==> config.mk <==
export PLATFORM = sky130hd
export DESIGN_NAME = rv64i_ins_loader
export DESIGN_NICKNAME = d
export VERILOG_FILES = /design/src/rtl/rv64i_pkg.sv /design/src/rtl/rv64i_enc_core.sv /design/src/rtl/rv64i_ins_loader.sv
export SDC_FILE = /design/constraint.sdc
export NUM_CORES = 1
export LEC_CHECK = 0
export ABC_AREA = 1
export BUFFER_PORTS_ARGS = -buffer_cell sky130_fd_sc_hd__buf_4
export CORE_UTILIZATION = 45
export CTS_BUF_LIST = sky130_fd_sc_hd__clkbuf_8
export DETAILED_ROUTE_END_ITERATION = 6
export GPL_TIMING_DRIVEN = 0
export HOLD_SLACK_MARGIN = 0.1
export PLACE_DENSITY = 0.78
export SLEW_MARGIN = 20
export SYNTH_ARGS = -nofsm -noshare
export SYNTH_HDL_FRONTEND = slang
export SYNTH_SLANG_ARGS = --single-unit
==> constraint.sdc <==
create_clock -name clk -period 2.15 [get_ports clk]
set_clock_uncertainty 0.2 [all_clocks]
set_input_delay 0 -clock clk [delete_from_list [all_inputs] [get_ports clk]]
set_output_delay 0 -clock clk [all_outputs]
set_load 0.01 [all_outputs]
==> src/rtl/rv64i_pkg.sv <==
// Shared RV64I encoding constants: opcodes, op-class codes, funct3 codes.
// Used by both the instruction decoder and the instruction loader.
package rv64i_pkg;

    localparam logic [6:0] OPC_OP     = 7'b0110011;
    localparam logic [6:0] OPC_OP_IMM = 7'b0010011;
    localparam logic [6:0] OPC_LOAD   = 7'b0000011;
    localparam logic [6:0] OPC_STORE  = 7'b0100011;
    localparam logic [6:0] OPC_BRANCH = 7'b1100011;
    localparam logic [6:0] OPC_LUI    = 7'b0110111;
    localparam logic [6:0] OPC_AUIPC  = 7'b0010111;
    localparam logic [6:0] OPC_JAL    = 7'b1101111;
    localparam logic [6:0] OPC_JALR   = 7'b1100111;

    localparam logic [3:0] OP_RTYPE  = 4'd0;
    localparam logic [3:0] OP_ITYPE  = 4'd1;
    localparam logic [3:0] OP_LOAD   = 4'd2;
    localparam logic [3:0] OP_STORE  = 4'd3;
    localparam logic [3:0] OP_BRANCH = 4'd4;
    localparam logic [3:0] OP_LUI    = 4'd5;
    localparam logic [3:0] OP_AUIPC  = 4'd6;
    localparam logic [3:0] OP_JAL    = 4'd7;
    localparam logic [3:0] OP_JALR   = 4'd8;

    localparam logic [2:0] F3_SLL  = 3'b001;
    localparam logic [2:0] F3_SR   = 3'b101;
    localparam logic [2:0] F3_BR2  = 3'b010;
    localparam logic [2:0] F3_BR3  = 3'b011;
    localparam logic [2:0] F3_JALR = 3'b000;

    typedef enum logic {
        ST_RUN  = 1'b0,
        ST_FULL = 1'b1
    } ld_state_e;

    // True when v, read as signed, is representable in n bits.
    function automatic logic fits_s(input logic [63:0] v, input int n);
        logic signed [63:0] t;
        t = $signed(v) >>> (n - 1);
        return (t == 64'sd0) || (t == -64'sd1);
    endfunction

endpackage

==> src/rtl/rv64i_enc_core.sv <==
// Combinational field-to-word encoder for RV64I, flags illegal requests.
// Immediate range checking is compiled in with `define ENC_IMM_CHECK_EN.
module rv64i_enc_core
    import rv64i_pkg::*;
(
    input  logic [3:0]  op,
    input  logic [2:0]  funct3,
    input  logic        alt,
    input  logic [4:0]  rd,
    input  logic [4:0]  rs1,
    input  logic [4:0]  rs2,
    input  logic [63:0] imm,
    output logic [31:0] word,
    output logic        illegal
);

    logic is_shift;
    logic op_bad;
    logic range_err;

    assign is_shift = (funct3 == F3_SLL) || (funct3 == F3_SR);

    always_comb begin
        word   = '0;
        op_bad = 1'b0;
        unique case (op)
            OP_RTYPE:
                word = {1'b0, alt, 5'b0, rs2, rs1, funct3, rd, OPC_OP};
            OP_ITYPE:
                if (is_shift)
                    word = {1'b0, alt, 4'b0, imm[5:0],
                            rs1, funct3, rd, OPC_OP_IMM};
                else
                    word = {imm[11:0], rs1, funct3, rd, OPC_OP_IMM};
            OP_LOAD:
                word = {imm[11:0], rs1, funct3, rd, OPC_LOAD};
            OP_STORE:
                word = {imm[11:5], rs2, rs1, funct3,
                        imm[4:0], OPC_STORE};
            OP_BRANCH: begin
                word = {imm[12], imm[10:5], rs2, rs1, funct3,
                        imm[4:1], imm[11], OPC_BRANCH};
                op_bad = (funct3 == F3_BR2) || (funct3 == F3_BR3);
            end
            OP_LUI:
                word = {imm[31:12], rd, OPC_LUI};
            OP_AUIPC:
                word = {imm[31:12], rd, OPC_AUIPC};
            OP_JAL:
                word = {imm[20], imm[10:1], imm[11], imm[19:12],
                        rd, OPC_JAL};
            OP_JALR:
                word = {imm[11:0], rs1, F3_JALR, rd, OPC_JALR};
            default:
                op_bad = 1'b1;
        endcase
    end

`ifdef ENC_IMM_CHECK_EN
    always_comb begin
        range_err = 1'b0;
        unique case (op)
            OP_ITYPE:
                if (is_shift)
                    range_err = (imm[63:6] != '0);
                else
                    range_err = !fits_s(imm, 12);
            OP_LOAD, OP_STORE, OP_JALR:
                range_err = !fits_s(imm, 12);
            OP_BRANCH:
                range_err = !fits_s(imm, 13) || imm[0];
            OP_JAL:
                range_err = !fits_s(imm, 21) || imm[0];
            OP_LUI, OP_AUIPC:
                range_err = (imm[11:0] != '0) || !fits_s(imm, 32);
            default:
                range_err = 1'b0;
        endcase
    end
`else
    // Out-of-field immediate bits are dropped silently.
    logic unused_imm;
    assign unused_imm = ^imm[63:32];
    assign range_err  = 1'b0;
`endif

    assign illegal = op_bad | range_err;

endmodule

==> src/rtl/rv64i_ins_loader.sv <==
// Encodes field-level requests and writes them to imem at an incrementing pointer.
// Optional immediate range errors: `define ENC_IMM_CHECK_EN.
module rv64i_ins_loader
    import rv64i_pkg::*;
#(
    parameter int ADDR_W    = 9,
    parameter int DEPTH     = 512,
    parameter int BASE_ADDR = 0
) (
    input  logic              clk,
    input  logic              reset,
    input  logic              clear,
    input  logic              in_valid,
    output logic              in_ready,
    input  logic [3:0]        in_op,
    input  logic [2:0]        in_funct3,
    input  logic              in_alt,
    input  logic [4:0]        in_rd,
    input  logic [4:0]        in_rs1,
    input  logic [4:0]        in_rs2,
    input  logic [63:0]       in_imm,
    output logic              imem_we,
    output logic [ADDR_W-1:0] imem_addr,
    output logic [31:0]       imem_wdata,
    output logic [ADDR_W:0]   wr_count,
    output logic              full,
    output logic              err,
    output logic              err_flag
);

    localparam logic [ADDR_W-1:0] BASE    = ADDR_W'(BASE_ADDR);
    localparam logic [ADDR_W:0]   DEPTH_C = (ADDR_W + 1)'(DEPTH);

    ld_state_e         state;
    logic [ADDR_W-1:0] ptr;
    logic [ADDR_W:0]   cnt_next;
    logic [31:0]       enc_word;
    logic              enc_illegal;
    logic              fire;

    rv64i_enc_core u_enc (
        .op      (in_op),
        .funct3  (in_funct3),
        .alt     (in_alt),
        .rd      (in_rd),
        .rs1     (in_rs1),
        .rs2     (in_rs2),
        .imm     (in_imm),
        .word    (enc_word),
        .illegal (enc_illegal)
    );

    assign in_ready = (state == ST_RUN) & ~clear;
    assign fire     = in_valid & in_ready;
    assign cnt_next = wr_count + 1'b1;
    assign full     = (wr_count == DEPTH_C);

    always_ff @(posedge clk) begin
        if (reset) begin
            state      <= ST_RUN;
            ptr        <= BASE;
            wr_count   <= '0;
            imem_we    <= 1'b0;
            imem_addr  <= '0;
            imem_wdata <= '0;
            err        <= 1'b0;
            err_flag   <= 1'b0;
        end else begin
            imem_we <= 1'b0;
            err     <= 1'b0;
            if (clear) begin
                state    <= ST_RUN;
                ptr      <= BASE;
                wr_count <= '0;
                err_flag <= 1'b0;
            end else if (fire) begin
                if (enc_illegal) begin
                    err      <= 1'b1;
                    err_flag <= 1'b1;
                end else begin
                    imem_we    <= 1'b1;
                    imem_addr  <= ptr;
                    imem_wdata <= enc_word;
                    ptr        <= ptr + 1'b1;
                    wr_count   <= cnt_next;
                    if (cnt_next == DEPTH_C)
                        state <= ST_FULL;
                end
            end
        end
    end

endmodule
# == Word-level counts from Yosys, hierarchy flattened ==
# Cells that the tools add are included.
# word_totals
output_inout_bits,56
register_bits,64
word_cells,45
in_bits,91
# classes
muxes,5
n_addsub,2
bitwise,6
n_eq_ne,14
reduce_logical,10
# op_table
op,n
$pmux W32 S9,1
$mux W32,1
$eq A10 B10 Y1 const B,2
$eq A4 B3 Y1 const B,4
$add A10 B1 Y10 const B,1
$add A9 B1 Y9 const B,1
$eq A4 B2 Y1 const B,2
$reduce_or A8 Y1,1
$eq A3 B2 Y1 const B,2
$reduce_and A3 Y1,2
$eq A4 B1 Y1 const B,1
$eq A4 B4 Y1 const B,1
$logic_not A4 Y1,1
$not A1 Y1,4
$reduce_and A2 Y1,2
$eq A3 B1 Y1 const B,1
$eq A3 B3 Y1 const B,1
$reduce_or A3 Y1,1
$and A1 B1 Y1,2
$logic_or A1 B1 Y1,2
$mux W1,2
$pmux W1 S2,1
$reduce_or A2 Y1,1

# == Depth between registers and ports, before layout ==
# Gate-level depths: netlist of run 1.
# depth
ltp_word,5
depth_mapped,11
ltp_nobuf,10

# == By module ==
# From an unflattened synthesis of run 1, not the netlist that was laid out.
# unflattened
cells_unflattened,502
area_unflattened_um2,3373.2
# modules_own_cells
module,n_inst,seq_area_each_um2,area_per_inst_um2,cells_per_inst
rv64i_ins_loader,1,1281.2,2595.0,349
rv64i_enc_core,1,0.0,778.2,153

# == Least setup slack after synthesis of run 1 ==
# No wires, ideal clock.
# synth_timing
kind,reg2reg
from,register wr_count[0]
to,register state
stages_incl_launch_ff,10
period_less_slack_ps,1673
setup_time_ps,70
arrival_ps,1403
path_buffers,0
slack_ps,477
required_ps,1880
cell_sequence,dfxtp_1 > ha_1 > nand3_1 > nor2_1 > nand3_1 > nand2_1 > nand2_1 > nor2_1 > nand3_1 > a21oi_1
# synth_via
elab_chain_cells,3
# synth_rtl
item,line_no,text
from (decl),rv64i_ins_loader.sv:25,"output logic [ADDR_W:0] wr_count,"
from (signal assigned),rv64i_ins_loader.sv:85,wr_count <= cnt_next;
$add A10 B1 Y10,rv64i_ins_loader.sv:55,assign cnt_next = wr_count + 1'b1;
$eq A10 B10 Y1,rv64i_ins_loader.sv:86,if (cnt_next == DEPTH_C)
$reduce_and A3 Y1 (no source line),-,
to (signal assigned),rv64i_ins_loader.sv:60,state <= ST_RUN;
to (signal assigned),rv64i_ins_loader.sv:72,state <= ST_RUN;
to (signal assigned),rv64i_ins_loader.sv:87,state <= ST_FULL;
to (decl),rv64i_ins_loader.sv:34,ld_state_e state;
# No other way between the ends.
# A chain may end at the register's enable or synchronous reset.

# == Worst setup path in the final report of run 1 ==
# layout_timing
from,input port in_op[0]
to,register imem_wdata[25]
# layout_via
elab_chain_cells,5
word_cells_on_any_way,14
classes_between,eq/ne (8); mux (2); bitwise (1); reduce/logical (3)
# layout_rtl
item,line_no,text
from (decl),rv64i_ins_loader.sv:15,"input logic [3:0] in_op,"
$eq A4 B2 Y1 (tied with other cells),rv64i_enc_core.sv:26,unique case (op)
$reduce_or A8 Y1 (no source line),-,
$pmux W1 S2,rv64i_enc_core.sv:26,
$not A1 Y1 (no source line),-,
$reduce_and A3 Y1 (no source line),-,
to (signal assigned),rv64i_ins_loader.sv:83,imem_wdata <= enc_word;
to (decl),rv64i_ins_loader.sv:24,"output logic [31:0] imem_wdata,"
# Several ways; a longest one is shown, not always the timed one.

==> impl_results.md, run 1 <==
- Filler cells: roughly 370
- Combinational Power Share: 0.187
- Final hold vios: 0
- Vias in the first global route: roughly 4300
- Max-slew headroom: 0.616
- Status: finished with violations
- Share of cells above drive strength 1: 0.284
- # DRC: 10
- Syn Area/Cell: around 7 um2
- Met1 global-route usage: 0.375
- GR peak layer: met2
- Fmax: ~450 MHz
- Final Non-Filler Cells: about 710
- Via count of the routed design: about 4000
- Detail Placement HPWL: around 7 mm
- First DRT Iteration DRCs: between 300 and 400
- Final worst slack: -60.5 ps
- Net Sw Frac: 0.266
- Failing checks: design-rule violations, negative setup slack
- Final setup fails: 4
- Per-cell routed wire length: 18.4 um
- Vias per inst: 5.81
- Worst vdd ir: between 0.4 and 0.5 mV
- Tcrit/Tclk final: 1.03
- Crit Path Class: primary input to register
- Netlist cell types: 36
- CTS root buffer: clkbuf_8
- Met3 usage: 0.0757
- Placer congestion estimate: 0.885
- First-pass GRT wire length: around 20 mm
- CTS Buf Count: 9
- Hold WC Path Type: primary input to register
- Syn_nets: 517
- LEAKAGE: ~0.0023 uW
- WP data required: 2190 ps
- Placed insts: roughly 600
- PortBufs: 114
- Tot GR Track Use: 0.368
- Synth Warn #: 0
- Reg power frac: 0.380
- Area of the die: roughly 7100 um2
- Yosys reg bits: 63
- Crit path DAT: 2250 ps
- Diodes inserted: 0
- Critical Path Fanout Max: 5
- Final Net Count: approximately 720
- Initial core utilization: 0.473
- Routing usage on met2: 0.652
- Antenna violations before repair: 0
- Crit end category: register
- Clk slew on worst S/H paths: 80 ps
- Cell Rows: 29
- Clock sink count: 63
- RSZ-0062 raised after global routing: true
- Post-CTS Setup Inserts: 0
- WHS: 143 ps
- Pre-CTS setup slack: approximately 270 ps
- Power Dens Cells: 636 nW/um2
- Die H: roughly 84 um
- CTS HTree Levels: 3
- Commonest non-fill, non-tap cell in the layout: buf_4
- Die W: 84.2 um
- DRT Pass-1 Iters: 7
- Max clock buf depth: 2
- Area of the mapped netlist: between 3000 and 4000 um2
- Worst skew pair latency: roughly 350 ps
- Post-Syn Instances: between 400 and 500
- Leading cell types in the layout, fill and taps excluded: buf_4, dlygate4sd3_1, nand2_1
- Clock power share: 0.434
- Register area share after synthesis: 0.415
- CTS tree: built
- Remaining global-route overflow: 0
- Max-slew violation count: 0
- Core area: roughly 6400 um2
- Pin count of the biggest net entering global routing: 13
- Area growth syn-to-layout: 70.3%
- Switching power total: between 800 and 900 uW
- Final worst path period need: approximately 2200 ps
- Total wire length: approximately 13 mm
- Post-route ant nets: 0
- MaxCap Viol Count: 0
- Io pins: between 100 and 150
- Critical path startpoint category: primary input
- Internal power: 2420 uW
- Worst-Margin Slew: between 500 and 600 ps
[metal layers]
layer	vias to the layer above	wire length, um
met2	322	6360
met4	0	918
met1	1876	4510
li1	1821	-
met5	-	0
met3	98	1230
[registers in the layout, summed over array words and instances, names as in the netlist]
| signal | flops |
|---|---|
| err | 1 |
| state | 1 |
| ptr | 9 |
| imem_addr | 9 |
| err_flag | 1 |
| imem_wdata | 31 |
| imem_we | 1 |
| wr_count | 10 |
[logic make-up (layout without fill, tap and decap cells)]
kind of cell               Yosys count  after routing  share of synthesized area
AOI/OAI and AO/OA                  122            122                      0.223
buffers and inverters               64            273                     0.0951
xor gates and xnor gates             4              4                     0.0115
DFF                                 63             63                      0.415
and+or+nand+nor                    165            165                      0.239
adders and majority gates            4              4                     0.0165
[worst paths after layout]
check               start              to  slack [ps]  cells past startpoint
max              in_op[0]  imem_wdata[25]         -60                      9
min          in_funct3[2]             err         140                      7
max reg2reg   wr_count[1]           state         250                      9
min reg2reg  imem_addr[6]    imem_addr[6]         270                      2
[per-stage QoR]
stage | cell area (um2) | power (uW) | util | setup TNS, ps
floorplan | 3040 | 1470 | - | 0
global placement | 3990 | 1690 | 0.622 | 0
detailed placement | 3990 | 1690 | 0.622 | 0
CTS | 5040 | 3180 | 0.785 | 0
global route | 5180 | 3380 | 0.806 | -377
finish | 5180 | 3290 | 0.806 | -107
[synthesized netlist by cell type (all sizes together)]
| cell | n | area [um2] |
|---|---|---|
| a211oi | 4 | 35.0 |
| inv | 45 | 171 |
| nor2 | 51 | 214 |
| o21ai | 51 | 259 |
| nor4 | 1 | 6.26 |
| a22oi | 9 | 67.6 |
| nor3 | 4 | 25.0 |
| nor3b | 1 | 7.51 |
| xor2 | 4 | 35.0 |
| nand2 | 77 | 299 |
| a32oi | 1 | 8.76 |
| o21bai | 1 | 7.51 |
| or2 | 1 | 6.26 |
| o211ai | 4 | 30.0 |
| buf | 15 | 103 |
| ha | 4 | 50.1 |
| dfxtp | 63 | 1260 |
| a21oi | 47 | 239 |
| a31oi | 5 | 31.3 |
| clkbuf | 4 | 15.0 |
| nand4 | 10 | 68.8 |
| nand3 | 20 | 100 |
[power by group through the flow]
stage | registers (uW) | clock network, uW | logic [uW]
after floorplan | 1290 | 0 | 178
after global placement | 1270 | 0 | 416
after detailed placement | 1270 | 0 | 424
after CTS | 1240 | 1390 | 540
after global routing | 1250 | 1480 | 645
final | 1250 | 1430 | 615
[final cells by class]
type | count | area (um2) | area share
clock inverters | 7 | 144 | 0.0278
inverters | 45 | 176 | 0.0341
repair buffers | 192 | 1650 | 0.319
flip-flops and latches | 63 | 1260 | 0.244
multi-input cells | 295 | 1580 | 0.305
well taps | 77 | 96.3 | 0.0186
clock buffers | 9 | 124 | 0.0239
plain buffers | 19 | 138 | 0.0266
repair inverters | 1 | 6.26 | 0.00121
[repair_timing]
| item | CTS | global route |
|---|---|---|
| setup endpoints to repair | 0 | 30 |
| endpoints found under the hold margin | 59 | 1 |
| resized for setup | 0 | 32 |
| hold buffers | 78 | 1 |
[worst max-delay path: stages]
cell	delay [ps]
buf_4	130
dlygate4sd3_1	570
nand2_1	120
dlygate4sd3_1	600
nor2_2	80
inv_2	90
nand3_1	260
o21ai_0	290
a21oi_1	90
Note: power is estimated with default switching activity, not from simulation.
==> run 2, diff against run 1 <==
--- a/config.mk
+++ b/config.mk
@@ -7,6 +7,7 @@
 export LEC_CHECK = 0
 export ABC_AREA = 1
 export BUFFER_PORTS_ARGS = -buffer_cell sky130_fd_sc_hd__buf_4
+export CORE_ASPECT_RATIO = 0.7
 export CORE_UTILIZATION = 45
 export CTS_BUF_LIST = sky130_fd_sc_hd__clkbuf_8
 export DETAILED_ROUTE_END_ITERATION = 6
==> impl_results.md, run 2 (synthesis results as in run 1) <==
- Worst-Margin Slew: 506 ps (-69.6 ps)
- CP peak stage delay: 570 ps (-30 ps)
- Die W: 100 um (+19%)
- Hold depth: 6 (-1)
- Area growth syn-to-layout: 61.4%
- # DRC: 0 (-10)
- WP data required: 2230 ps (+40 ps)
- Worst hold start: in_op[1]
- Pin count of the biggest net entering global routing: 11 (-2)
- Clock sink count: 63 (unchanged)
- Tcrit/Tclk final: 0.981 (-0.0475)
- CTS tree: built
- DRT Pass-1 Iters: 5 (-2)
- Max clock buf depth: 2 (unchanged)
- R2R setup slack: 50 ps (-200 ps)
- First DRT Iteration DRCs: 248 (-21%)
- Tot GR Track Use: 0.326 (-0.0418)
- First-pass GRT wire length: 17.9 mm (-11%)
- Worst skew pair latency: 340 ps (about the same)
- Critical path startpoint category: primary input
- Post-route ant nets: 0 (unchanged)
- Final setup TNS: 0 ps (+107 ps)
- Clock power share: 0.324 (-0.110)
- Internal power: 1930 uW (-20%)
- Reg2reg start: state
- Diodes inserted: 0 (unchanged)
- WHS: 138 ps (-4.86 ps)
- Clk slew on worst S/H paths: 70 ps (about the same)
- Power Dens Cells: 548 nW/um2 (-14%)
- Share of cells above drive strength 1: 0.280 (-0.00374)
- CTS HTree Levels: 3 (unchanged)
- Reg2reg end: imem_wdata[26]
- Cells along the critical path: buf_4, dlygate4sd3_1, nand2_1, nor2_2, inv_1, o21ai_2, nand2_1, nand3_1, a21oi_1, dlygate4sd3_1, nor2_1
- CTS Buf Count: 9 (unchanged)
- Combinational Power Share: 0.211 (+0.024)
- Core area: 6370 um2 (-0.88%)
- Total wire length: 11.6 mm (-11%)
- Top Registers: imem_wdata: 31 flops, wr_count: 10 flops
- Vias in the first global route: 3723 (-13%)
- Critical Path Fanout Max: 6 (+1)
- Max-slew headroom: 0.663 (+0.0464)
- Cell Rows: 24 (-17%)
- Leading cell types in the layout, fill and taps excluded: buf_4, nand2_1, dfxtp_1, dlygate4sd3_1, inv_1
- CTS root buffer: clkbuf_8
- Die H: 70.8 um (-16%)
- Final Net Count: 709 (-1.7%)
- Area of the die: 7090 um2 (about the same)
- Net Sw Frac: 0.280 (+0.0146)
- Crit Path Class: primary input to register
- Crit path DAT: 2190 ps (-60 ps)
- Per-cell routed wire length: 16.4 um (-11%)
- Top reg by flops: imem_wdata
- Max reg flops: 31 (unchanged)
- Switching power total: 753 uW (-14%)
- Vias per inst: 5.47 (-5.9%)
- Placer congestion estimate: 0.878 (-0.81%)
- Max-slew violation count: 0 (unchanged)
- Final worst path period need: 2110 ps (-102 ps)
- Via count of the routed design: 3879 (-5.8%)
- MaxCap Viol Count: 0 (unchanged)
- Io pins: 147 (unchanged)
- LEAKAGE: 0.00220 uW (-3.4%)
- Initial core utilization: 0.478 (+0.00419)
- Worst vdd ir: 0.365 mV (-20%)
- Detail Placement HPWL: 7.35 mm (+5.4%)
- CP max-delay cell: dlygate4sd3_1
- Crit end category: register
- Final hold vios: 0 (unchanged)
- Hold WC Path Type: primary input to register
- Fmax: 474 MHz (+4.8%)
- R2R depth: 10 (+1)
- Reg power frac: 0.465 (+0.085)
- PortBufs: 114 (unchanged)
- Remaining global-route overflow: 0 (unchanged)
- Commonest non-fill, non-tap cell in the layout: buf_4
- RSZ-0062 raised after global routing: true
- Antenna violations before repair: 0 (unchanged)
- Post-Route Utilization: 0.771 (-0.0357)
- Pwr Total: 2690 uW (-18%)
- Status: complete, no violations
- Hold path endpoint: imem_wdata[6]
- Final setup fails: 0 (-4)
-- run 2: cell count changes in the layout (fill, tap and decap cells not counted), moves of 2 or more --
cell           delta
inv_1             +3
clkinvlp_4        -2
buf_4             +5
dlygate4sd3_1    -13
o21ai_1           -4
o21ai_0           +4
a21oi_2           -3
nor2_1            -2
nor2_4            -2
nor2_2            +4
a21oi_1           +3
bufinv_16         -4
-- run 2: how the worst max path moves through the flow --
stage / start / end / depth (start not counted)
final: in_op[0] / imem_wdata[21] / 11
after global routing: in_op[0] / imem_wdata[21] / 11
after CTS: state / imem_wdata[22] / 10
after detailed placement: wr_count[0] / state / 9
after global placement: wr_count[0] / state / 9
after floorplan: wr_count[0] / state / 9
-- run 2: power by group through the flow --
stage	Sequential [uW]	Clock, uW	Combinational [uW]
3_3_place_gp	1270	0	418
6_report	1250	870	568
2_1_floorplan	1290	0	178
4_1_cts	1250	870	525
3_5_place_dp	1270	0	428
5_1_grt	1250	922	608
-- run 2: metal layers --
layer | global-route usage | routed length (um) | vias up
met5 | 0 | 0 | -
li1 | - | - | 1797
met4 | 0.101 | 189 | 0
met3 | 0.0889 | 1090 | 21
met2 | 0.528 | 5430 | 227
met1 | 0.425 | 4880 | 1834
-- run 2: critical path: cells and delay by family --
kind | cells | cell delay, ps
and+or+nand+nor | 5 | 640
buffers and inverters | 4 | 1350
AOI/OAI and AO/OA | 2 | 200
-- run 2: what timing repair did --
item | 4_1_cts | 5_1_grt
setup endpoints to repair | 0 | 19
hold endpoints to repair | 58 | 0
hold buffers | 63 | 0
setup buffers | 0 | 4
resized for setup | 0 | 17
-- run 2: metrics by stage --
step	worst slack, ps	cell area (um2)	cells
after floorplan	477	3040	422
after global placement	291	4010	627
after detailed placement	254	4010	627
after CTS	47.2	4800	705
after global routing	-49.7	4910	709
final	41.5	4910	709
-- run 2: layout make-up --
type	instances	area, um2
multi-input cells	295	1550
clock buffers	10	138
flip-flops and latches	63	1260
inverters	45	174
fillers	460	1460
well taps	91	114
plain buffers	19	124
clock inverters	5	20.0
repair buffers	181	1530
==> run 3, diff against run 2 <==
--- a/config.mk
+++ b/config.mk
@@ -13,7 +13,7 @@
 export DETAILED_ROUTE_END_ITERATION = 6
 export GPL_TIMING_DRIVEN = 0
 export HOLD_SLACK_MARGIN = 0.1
-export PLACE_DENSITY = 0.78
+export PLACE_DENSITY = 0.76
 export SLEW_MARGIN = 20
 export SYNTH_ARGS = -nofsm -noshare
 export SYNTH_HDL_FRONTEND = slang
==> impl_results.md, run 3 (synthesis results as in run 1) <==
- Status: complete, no violations
- Max clock buf depth: 2 (unchanged)
- Routing usage on met2: 0.521 (-0.00685)
- CTS Buf Count: 9 (unchanged)
- Commonest non-fill, non-tap cell in the layout: buf_4
- Hold WC Path Type: primary input to register
- Reg power frac: 0.417 (-0.048)
- Power Dens Cells: 595 nW/um2 (+8.7%)
- Worst setup path start: in_op[3]
- # DRC: 0 (unchanged)
- Critical path's top delay family: buffers and inverters
- Placer congestion estimate: 0.879 (about the same)
- Met3 usage: 0.0721 (-0.0168)
- Met1 global-route usage: 0.417 (-0.00825)
- Max-slew violation count: 0 (unchanged)
- Initial core utilization: 0.478 (unchanged)
- First DRT Iteration DRCs: 270 (+8.9%)
- DRT Pass-1 Iters: 7 (+2)
- Final Net Count: 712 (+0.42%)
- Filler cells: 445 (-3.3%)
- Cells along the critical path: buf_4, inv_2, nand2_2, a21oi_4, clkbuf_4, a32oi_1, dlygate4sd3_1, a31oi_1, dlygate4sd3_1
- MaxCap Viol Count: 0 (unchanged)
- Worst vdd ir: 0.432 mV (+18%)
- Worst-Margin Slew: 486 ps (-20.2 ps)
- Tcrit/Tclk final: 0.992 (+0.0117)
- CTS root buffer: clkbuf_8
- GR peak layer: met2
- Leading cell types in the layout, fill and taps excluded: buf_4, nand2_1, dlygate4sd3_1
- Top reg by flops: imem_wdata
- Clock power share: 0.390 (+0.066)
- Max reg flops: 31 (unchanged)
- Cell Rows: 24 (unchanged)
- Pin count of the biggest net entering global routing: 11 (unchanged)
- Crit path DAT: 2220 ps (+30 ps)
- Reg2reg start: state
- LEAKAGE: 0.00224 uW (+1.7%)
- Net Sw Frac: 0.259 (-0.0217)
- WHS: 185 ps (+46.2 ps)
- Die W: 100 um (unchanged)
- Post-route ant nets: 0 (unchanged)
- Share of cells above drive strength 1: 0.280 (about the same)
- Area of the die: 7090 um2 (unchanged)
- CP peak stage delay: 570 ps (about the same)
- Final hold vios: 0 (unchanged)
- Clock sink count: 63 (unchanged)
- Crit Path Class: primary input to register
- Detail Placement HPWL: 7.24 mm (-1.6%)
- WP buf/inv: 5 (+1)
- CTS tree: built
- WP data required: 2230 ps (about the same)
- Max-slew headroom: 0.676 (+0.0135)
- Worst skew pair latency: 340 ps (about the same)
- Io pins: 147 (unchanged)
- Final worst path period need: 2130 ps (+25.2 ps)
- CTS HTree Levels: 3 (unchanged)
- Final setup fails: 0 (unchanged)
- Post-Route Utilization: 0.789 (+0.0187)
- Worst hold start: in_op[1]
- CP max-delay cell: dlygate4sd3_1
- Remaining global-route overflow: 0 (unchanged)
- Fmax: 469 MHz (-1.2%)
- First-pass GRT wire length: 17.5 mm (-1.9%)
- Combinational Power Share: 0.193 (-0.018)
- Critical Path Fanout Max: 10 (+4)
- Internal power: 2220 uW (+15%)
- Via count of the routed design: 3903 (+0.62%)
- Clk slew on worst S/H paths: 70 ps (about the same)
- Per-cell routed wire length: 16.5 um (+0.89%)
- PortBufs: 114 (unchanged)
- Antenna violations before repair: 0 (unchanged)
- Critical path startpoint category: primary input
- Crit end category: register
- Total wire length: 11.8 mm (+1.5%)
- Vias per inst: 5.47 (about the same)
- Core area: 6370 um2 (unchanged)
- Area growth syn-to-layout: 65.3%
- Tot GR Track Use: 0.318 (-0.00819)
- Diodes inserted: 0 (unchanged)
- Switching power total: 774 uW (+2.8%)
- Top Registers: imem_wdata: 31 flops, wr_count: 10 flops
- Crit path top cell by count: dlygate4sd3_1
- Vias in the first global route: 3638 (-2.3%)
- Die H: 70.8 um (unchanged)
-- run 3: power by group through the flow --
stage               Sequential [uW]  Clock (uW)  Combinational [uW]
global route                   1250        1230                 616
CTS                            1250        1170                 529
global placement               1270           0                 418
floorplan                      1290           0                 178
detailed placement             1270           0                 425
finish                         1250        1170                 577
-- run 3: worst min-delay path: cells and delay by family --
kind | cells | cell delay (ps)
simple gates | 4 | 470
buf+inv | 1 | 130
compound gates | 1 | 80
-- run 3: layer usage --
layer | part of all wire | up-vias
li1 | - | 1802
met1 | 0.43 | 1812
met2 | 0.46 | 256
met3 | 0.095 | 33
met4 | 0.019 | 0
met5 | 0 | -
-- run 3: layout make-up --
type                            count  area (um2)  share of cell area
Timing Repair Buffer              184        1560               0.310
Tap cell                           91         114              0.0227
Buffer                             19         129              0.0256
Sequential cell                    63        1260               0.251
Clock buffer                       11         151              0.0301
Inverter                           45         174              0.0346
Clock inverter                      5        72.6              0.0144
Multi-Input combinational cell    295        1560               0.311
-- run 3: worst paths after layout --
check / end / slack [ps] / cells after the start
max: imem_wdata[30] / 20 / 9
min: imem_wdata[5] / 180 / 6
max reg2reg: imem_wdata[12] / 70 / 8
min reg2reg: state / 270 / 2
-- run 3: stage by stage --
step	cell area (um2)	setup WS, ps	TNS [ps]	total power (uW)	cells
final	5020	16.3	0	2990	713
after global routing	5020	-28.9	-63.1	3090	713
after CTS	4920	25.4	0	2940	712
after detailed placement	4010	261	0	1700	627
after global placement	4010	306	0	1690	627
after floorplan	3040	477	0	1470	422
-- run 3: repair_timing --
action / CTS / global route
endpoints found under the setup margin: 0 / 16
hold endpoints to repair: 57 / 1
hold buffers: 69 / 1
gates resized for setup: 0 / 25
buffers inserted: 0 / 1
